<file path="config.mk">
export PLATFORM = sky130hd
export DESIGN_NAME = inst_fetch
export DESIGN_NICKNAME = d
export VERILOG_FILES = /design/src/rtl/inst_fetch.sv
export SDC_FILE = /design/constraint.sdc
export NUM_CORES = 1
export LEC_CHECK = 0
export BUFFER_PORTS_ARGS = -buffer_cell sky130_fd_sc_hd__buf_2
export CORE_MARGIN = 2
export CORE_UTILIZATION = 54
export DETAILED_ROUTE_END_ITERATION = 8
export HOLD_SLACK_MARGIN = 0.05
export PLACE_DENSITY = 0.88
export SETUP_SLACK_MARGIN = 0.3
export SLEW_MARGIN = 20
export SYNTH_ARGS = -nofsm -noshare
export SYNTH_HDL_FRONTEND = slang
export SYNTH_SLANG_ARGS = --single-unit
</file>
<file path="constraint.sdc">
create_clock -name clk -period 12.6 [get_ports clk]
set_clock_uncertainty 0.2 [all_clocks]
set_input_delay 0.63 -clock clk [delete_from_list [all_inputs] [get_ports clk]]
set_output_delay 0.63 -clock clk [all_outputs]
set_load 0.005 [all_outputs]
</file>
<file path="src/rtl/inst_fetch.sv">
// Instruction fetch stage: PC sequencing, branch/flush redirect, IF/ID register.
// Optional macro FETCH_PERF_CNT_EN adds fetch_cnt/bubble_cnt performance counters.
module inst_fetch #(
  parameter int unsigned           ADDR_W   = 32,
  parameter int unsigned           INST_W   = 64,
  parameter int unsigned           PC_STEP  = 16,
  parameter logic [ADDR_W-1:0]     RESET_PC = '0
) (
  input  logic              clk,
  input  logic              rst,
  input  logic              stall,
  input  logic              branch_flag,
  input  logic [ADDR_W-1:0] branch_target,
  input  logic              flush,
  input  logic [ADDR_W-1:0] flush_target,
  output logic              rom_ce,
  output logic [ADDR_W-1:0] rom_addr,
  input  logic [INST_W-1:0] rom_inst,
  output logic [ADDR_W-1:0] id_pc,
  output logic [INST_W-1:0] id_inst,
  output logic              id_valid
`ifdef FETCH_PERF_CNT_EN
  ,
  output logic [31:0]       fetch_cnt,
  output logic [31:0]       bubble_cnt
`endif
);

  typedef enum logic [0:0] {
    ST_BOOT = 1'b0,
    ST_RUN  = 1'b1
  } state_t;

  state_t              state_r;
  state_t              state_nxt_s;
  logic [ADDR_W-1:0]   pc_r;
  logic [ADDR_W-1:0]   pc_nxt_s;
  logic                rom_ce_r;
  logic [ADDR_W-1:0]   id_pc_r;
  logic [INST_W-1:0]   id_inst_r;
  logic                id_valid_r;
  logic                pend_valid_r;
  logic [ADDR_W-1:0]   pend_target_r;
  logic                capture_s;
  logic                squash_s;
  logic                set_pend_s;
  logic                clear_pend_s;

  // Next-state, next-PC and IF/ID control; flush > stall > branch > sequential.
  always_comb begin
    state_nxt_s  = state_r;
    pc_nxt_s     = pc_r;
    capture_s    = 1'b0;
    squash_s     = 1'b0;
    set_pend_s   = 1'b0;
    clear_pend_s = 1'b0;
    case (state_r)
      ST_BOOT: begin
        state_nxt_s = ST_RUN;
        pc_nxt_s    = RESET_PC;
      end
      ST_RUN: begin
        if (flush) begin
          pc_nxt_s     = flush_target;
          squash_s     = 1'b1;
          clear_pend_s = 1'b1;
        end else if (stall) begin
          // A branch arriving while stalled is parked until the stall lifts.
          if (branch_flag) begin
            set_pend_s = 1'b1;
          end else begin
            set_pend_s = 1'b0;
          end
        end else if (branch_flag) begin
          pc_nxt_s     = branch_target;
          squash_s     = 1'b1;
          clear_pend_s = 1'b1;
        end else if (pend_valid_r) begin
          pc_nxt_s     = pend_target_r;
          squash_s     = 1'b1;
          clear_pend_s = 1'b1;
        end else begin
          pc_nxt_s  = pc_r + ADDR_W'(PC_STEP);
          capture_s = 1'b1;
        end
      end
      default: begin
        state_nxt_s = ST_BOOT;
        pc_nxt_s    = RESET_PC;
      end
    endcase
  end

  // Controller state, PC and ROM enable registers.
  always_ff @(posedge clk or posedge rst) begin
    if (rst) begin
      state_r  <= ST_BOOT;
      pc_r     <= RESET_PC;
      rom_ce_r <= 1'b0;
    end else begin
      state_r  <= state_nxt_s;
      pc_r     <= pc_nxt_s;
      rom_ce_r <= (state_nxt_s == ST_RUN);
    end
  end

  // IF/ID pipeline register; squashed slots are forced to zero.
  always_ff @(posedge clk or posedge rst) begin
    if (rst) begin
      id_pc_r    <= '0;
      id_inst_r  <= '0;
      id_valid_r <= 1'b0;
    end else if (capture_s) begin
      id_pc_r    <= pc_r;
      id_inst_r  <= rom_inst;
      id_valid_r <= 1'b1;
    end else if (squash_s) begin
      id_pc_r    <= '0;
      id_inst_r  <= '0;
      id_valid_r <= 1'b0;
    end
  end

  // One-entry pending branch; a newer stalled branch overwrites the target.
  always_ff @(posedge clk or posedge rst) begin
    if (rst) begin
      pend_valid_r  <= 1'b0;
      pend_target_r <= '0;
    end else if (clear_pend_s) begin
      pend_valid_r  <= 1'b0;
      pend_target_r <= '0;
    end else if (set_pend_s) begin
      pend_valid_r  <= 1'b1;
      pend_target_r <= branch_target;
    end
  end

`ifdef FETCH_PERF_CNT_EN
  logic [31:0] fetch_cnt_r;
  logic [31:0] bubble_cnt_r;

  // Count valid IF/ID captures and squashed/flushed slots.
  always_ff @(posedge clk or posedge rst) begin
    if (rst) begin
      fetch_cnt_r  <= 32'd0;
      bubble_cnt_r <= 32'd0;
    end else begin
      if (capture_s) begin
        fetch_cnt_r <= fetch_cnt_r + 32'd1;
      end
      if (squash_s) begin
        bubble_cnt_r <= bubble_cnt_r + 32'd1;
      end
    end
  end

  assign fetch_cnt  = fetch_cnt_r;
  assign bubble_cnt = bubble_cnt_r;
`endif

  assign rom_ce   = rom_ce_r;
  assign rom_addr = pc_r;
  assign id_pc    = id_pc_r;
  assign id_inst  = id_inst_r;
  assign id_valid = id_valid_r;

endmodule

</file>
==> flow_metrics.env <==
export IMPL_syn_area_per_cell_sq_um=10.94
export IMPL_drt_initial_drc_count=730
export IMPL_gp_congestion=0.9286
export IMPL_tightest_slew_ns=0.9610
export IMPL_post_cts_repair_setup_buffers=0
export IMPL_chipHeight_um=120.9
export IMPL_worstPathArrival_ns=3.53
export IMPL_worst_slack_ns=9.226
export IMPL_max_freq_mhz=296.4
export IMPL_ys_flop_type="dfrtp_1"
export IMPL_clock_sinks=163
export IMPL_outcome="completed"
export IMPL_hold_violations=0
export IMPL_slowest_delay_ns=0.83
export IMPL_hold_buffers=0
export IMPL_clkTransAtPathRegs_ns=0.06
export IMPL_crit_family="simple AND/OR/NAND/NOR gates"
export IMPL_wl_per_cell_um=20.56
export IMPL_seq_power_share_pct=45.6
export IMPL_ir_worst_vdd_uv=95.86
export IMPL_hp_class="in -> async"
export IMPL_worst_path_buf_inv=3
export IMPL_crit_path_end_kind="flop"
export IMPL_cpMostUsedCell="buf_4"
export IMPL_pwr_density_cell_mw_per_mm2=135.2
export IMPL_grt_pass1_wl_um=34410
export IMPL_worstPathCellList="buf_2 > buf_4 > nor2_1 > nand2_1 > nor2_4 > buf_4 > a22o_1"
export IMPL_dp_hpwl_um=14770
export IMPL_yosysWarnings=0
export IMPL_drt_total_wl_um=22390
export IMPL_power_switching_uw=321.5
export IMPL_placed_cell_area_sq_mm=0.008722
export IMPL_p_leak_uw=0.004871
export IMPL_synth_nets=808
export IMPL_dr_pass1_iters=5
export IMPL_io_buffer_count=262
export IMPL_reg2regPathDepth=4
export IMPL_endpoint="id_inst[2]"
export IMPL_grt_overflow=0
export IMPL_syn_to_final_growth_pct=26.99
export IMPL_slew_viol_final=0
export IMPL_pwr_share_clk_pct=42.7
export IMPL_ys_ff_latch=163
export IMPL_die_w_um=120.9
export IMPL_async_reset_ff_share_pct=100.0
export IMPL_drive_gt1_share_pct=33.95
export IMPL_critical_path_depth=7
export IMPL_synth_edf_count=0
export IMPL_rsz0062_at_grt="no"
export IMPL_vias=6780
export IMPL_synth_top_cell_area_share_pct=55.31
export IMPL_first_global_vias=6270
export IMPL_p_comb_share_pct=11.7
export IMPL_crit_required_ns=12.76
export IMPL_setup_violations=0
export IMPL_holdWs_ns=0.2058
export IMPL_fin_crit_ns=3.374
export IMPL_drc=0
export IMPL_r2r_setup_slack_ns=9.27
export IMPL_cts_buffer_depth=2
export IMPL_via_per_inst=6.226
export IMPL_grtUsageTotal_pct=30.45
export IMPL_p_sw_share_pct=25.40
export IMPL_r2r_end="id_inst[2]"
export IMPL_slew_headroom_pct=35.78
export IMPL_pre_cts_ws_ns=8.874
export IMPL_syn_area_sq_mm=0.007375
export IMPL_die_area_sq_mm=0.01461
export IMPL_synth_seq_area_share_pct=55.31
export IMPL_synthCells=674
export IMPL_place_inst=1057
export IMPL_ant_nets=0
export IMPL_initial_core_util_pct=55.47
export IMPL_crit_start="flush"
export IMPL_insertedDiodeCount=0
export IMPL_rows=42
export IMPL_start_kind="primary input"
export IMPL_nets=1035
export IMPL_crit_type="in -> reg"
export IMPL_setup_tns_ns=0
export IMPL_synth_area_leaders="dfrtp_1 (55%), a22o_1 (16%), nand2_1 (2.8%), a21oi_1 (2.6%), o21ai_0 (2.4%)"
export IMPL_fin_cells=1089
export IMPL_max_cap_viol_count=0
export IMPL_cts_inserted_buffers=17
export IMPL_pin_count=263
export IMPL_crit_fanout=59
export IMPL_clkLatencyLatePin_ns=0.43
export IMPL_p_int_uw=944.3
export IMPL_period_share_pct=26.78
export IMPL_slowest_stage="nor2_4"
export IMPL_yosys_area_top_type="dfrtp_1"
export IMPL_cts_htree_levels=4
export IMPL_core_sq_mm=0.01330
export IMPL_cts_resized=0
export IMPL_antenna_found_initial=0
export IMPL_r2r_start="pend_valid_r"
export IMPL_grt_max_degree=107
export IMPL_cts_tree="done"
export IMPL_ctsRootBufferMaster="clkbuf_16"
export IMPL_ys_types=53
export IMPL_fin_area_sq_mm=0.009365
[layer usage]
metal,up-vias,GRT usage [%],wire [um]
met5,-,0,0
met4,0,11.41,566
met3,60,7.143,2264
met2,449,47.47,10690
met1,3277,41.72,8868
li1,2994,-,-
[cell families after synthesis]
group / synth area share (%)
fa+ha+maj: 0.1696
mux: 1.493
xor+xnor: 1.425
simple gates: 10.25
other cells: 0.05085
compound gates: 27.30
buf+inv: 4.004
flops: 55.31
[worst min path at each step]
stage | from | endpoint | slack [ns] | depth (start not counted)
5_1_grt | rom_inst[49] | id_inst[49] | 0.21 | 2
6_report | rst | id_inst[63] | 0.21 | 2
2_1_floorplan | pend_target_r[11] | pend_target_r[11] | 0.26 | 1
4_1_cts | rom_inst[3] | id_inst[3] | 0.21 | 2
3_3_place_gp | pend_target_r[15] | pend_target_r[15] | 0.28 | 1
3_5_place_dp | pend_target_r[11] | pend_target_r[11] | 0.28 | 1
[through the flow]
| step | util [%] | total power [uW] |
|---|---|---|
| after floorplan | - | 658.4 |
| after global placement | 65.60 | 725.3 |
| after detailed placement | 65.60 | 729.3 |
| after CTS | 70.23 | 1266 |
| after global routing | 70.44 | 1312 |
| final | 70.44 | 1266 |
[synthesized netlist by cell type (all sizes together) (7+ instances only)]
cell type,instances
dfrtp,163
a22o,131
nand2,55
a21oi,40
o21ai,35
clkbuf,32
buf,29
nor2,22
nand3,13
mux2i,11
nor3,11
a22oi,9
and3,9
o211ai,9
inv,8
nor2b,8
xnor2,8
and4,7
nand4,7
[power by group through the flow]
stage / sequential, uW / combinational [uW] / clock (uW)
2_1_floorplan: 578 / 80.4 / 0
3_3_place_gp: 584 / 142 / 0
3_5_place_dp: 584 / 145 / 0
4_1_cts: 575 / 146 / 544
5_1_grt: 579 / 163 / 570
6_report: 577 / 148 / 541
[layout by cell type, fill, tap and decap left out, drive strengths merged, types with 3 or more instances in the layout]
cell,netlist,layout
clkbuf,32,19
inv,8,9
buf,29,269
o31ai,6,6
a22o,131,131
a21oi,40,40
o211ai,9,9
clkinv,0,4
xor2,4,4
nor2b,8,8
or3,3,3
a221oi,3,3
a211oi,6,6
o221ai,3,3
o21a,6,6
and4,7,7
dfrtp,163,163
a21o,4,4
clkinvlp,0,3
xnor2,8,8
bufinv,0,4
nor3,11,11
a31oi,5,5
mux2i,11,11
nor3b,3,3
o21ai,35,35
a22oi,9,9
nor2,22,22
and2,4,4
and3,9,9
nand4,7,7
nand2,55,55
nand3,13,13
[registers in the layout (all words and copies together) (netlist names)]
register and flops:
id_valid 1, pend_target_r 32, pend_valid_r 1, rom_ce 1, rom_addr 32, id_inst 64
id_pc 32
[layout make-up]
type / count / area (sq um)
Clock inverter: 12 / 182.7
Fill cell: 968 / 3930
Tap cell: 176 / 220.2
Multi-Input combinational cell: 442 / 3032
Inverter: 8 / 35.03
Clock buffer: 19 / 432.9
Timing Repair Buffer: 269 / 1384
Sequential cell: 163 / 4079
No activity file was read; power rests on OpenSTA's default activity.
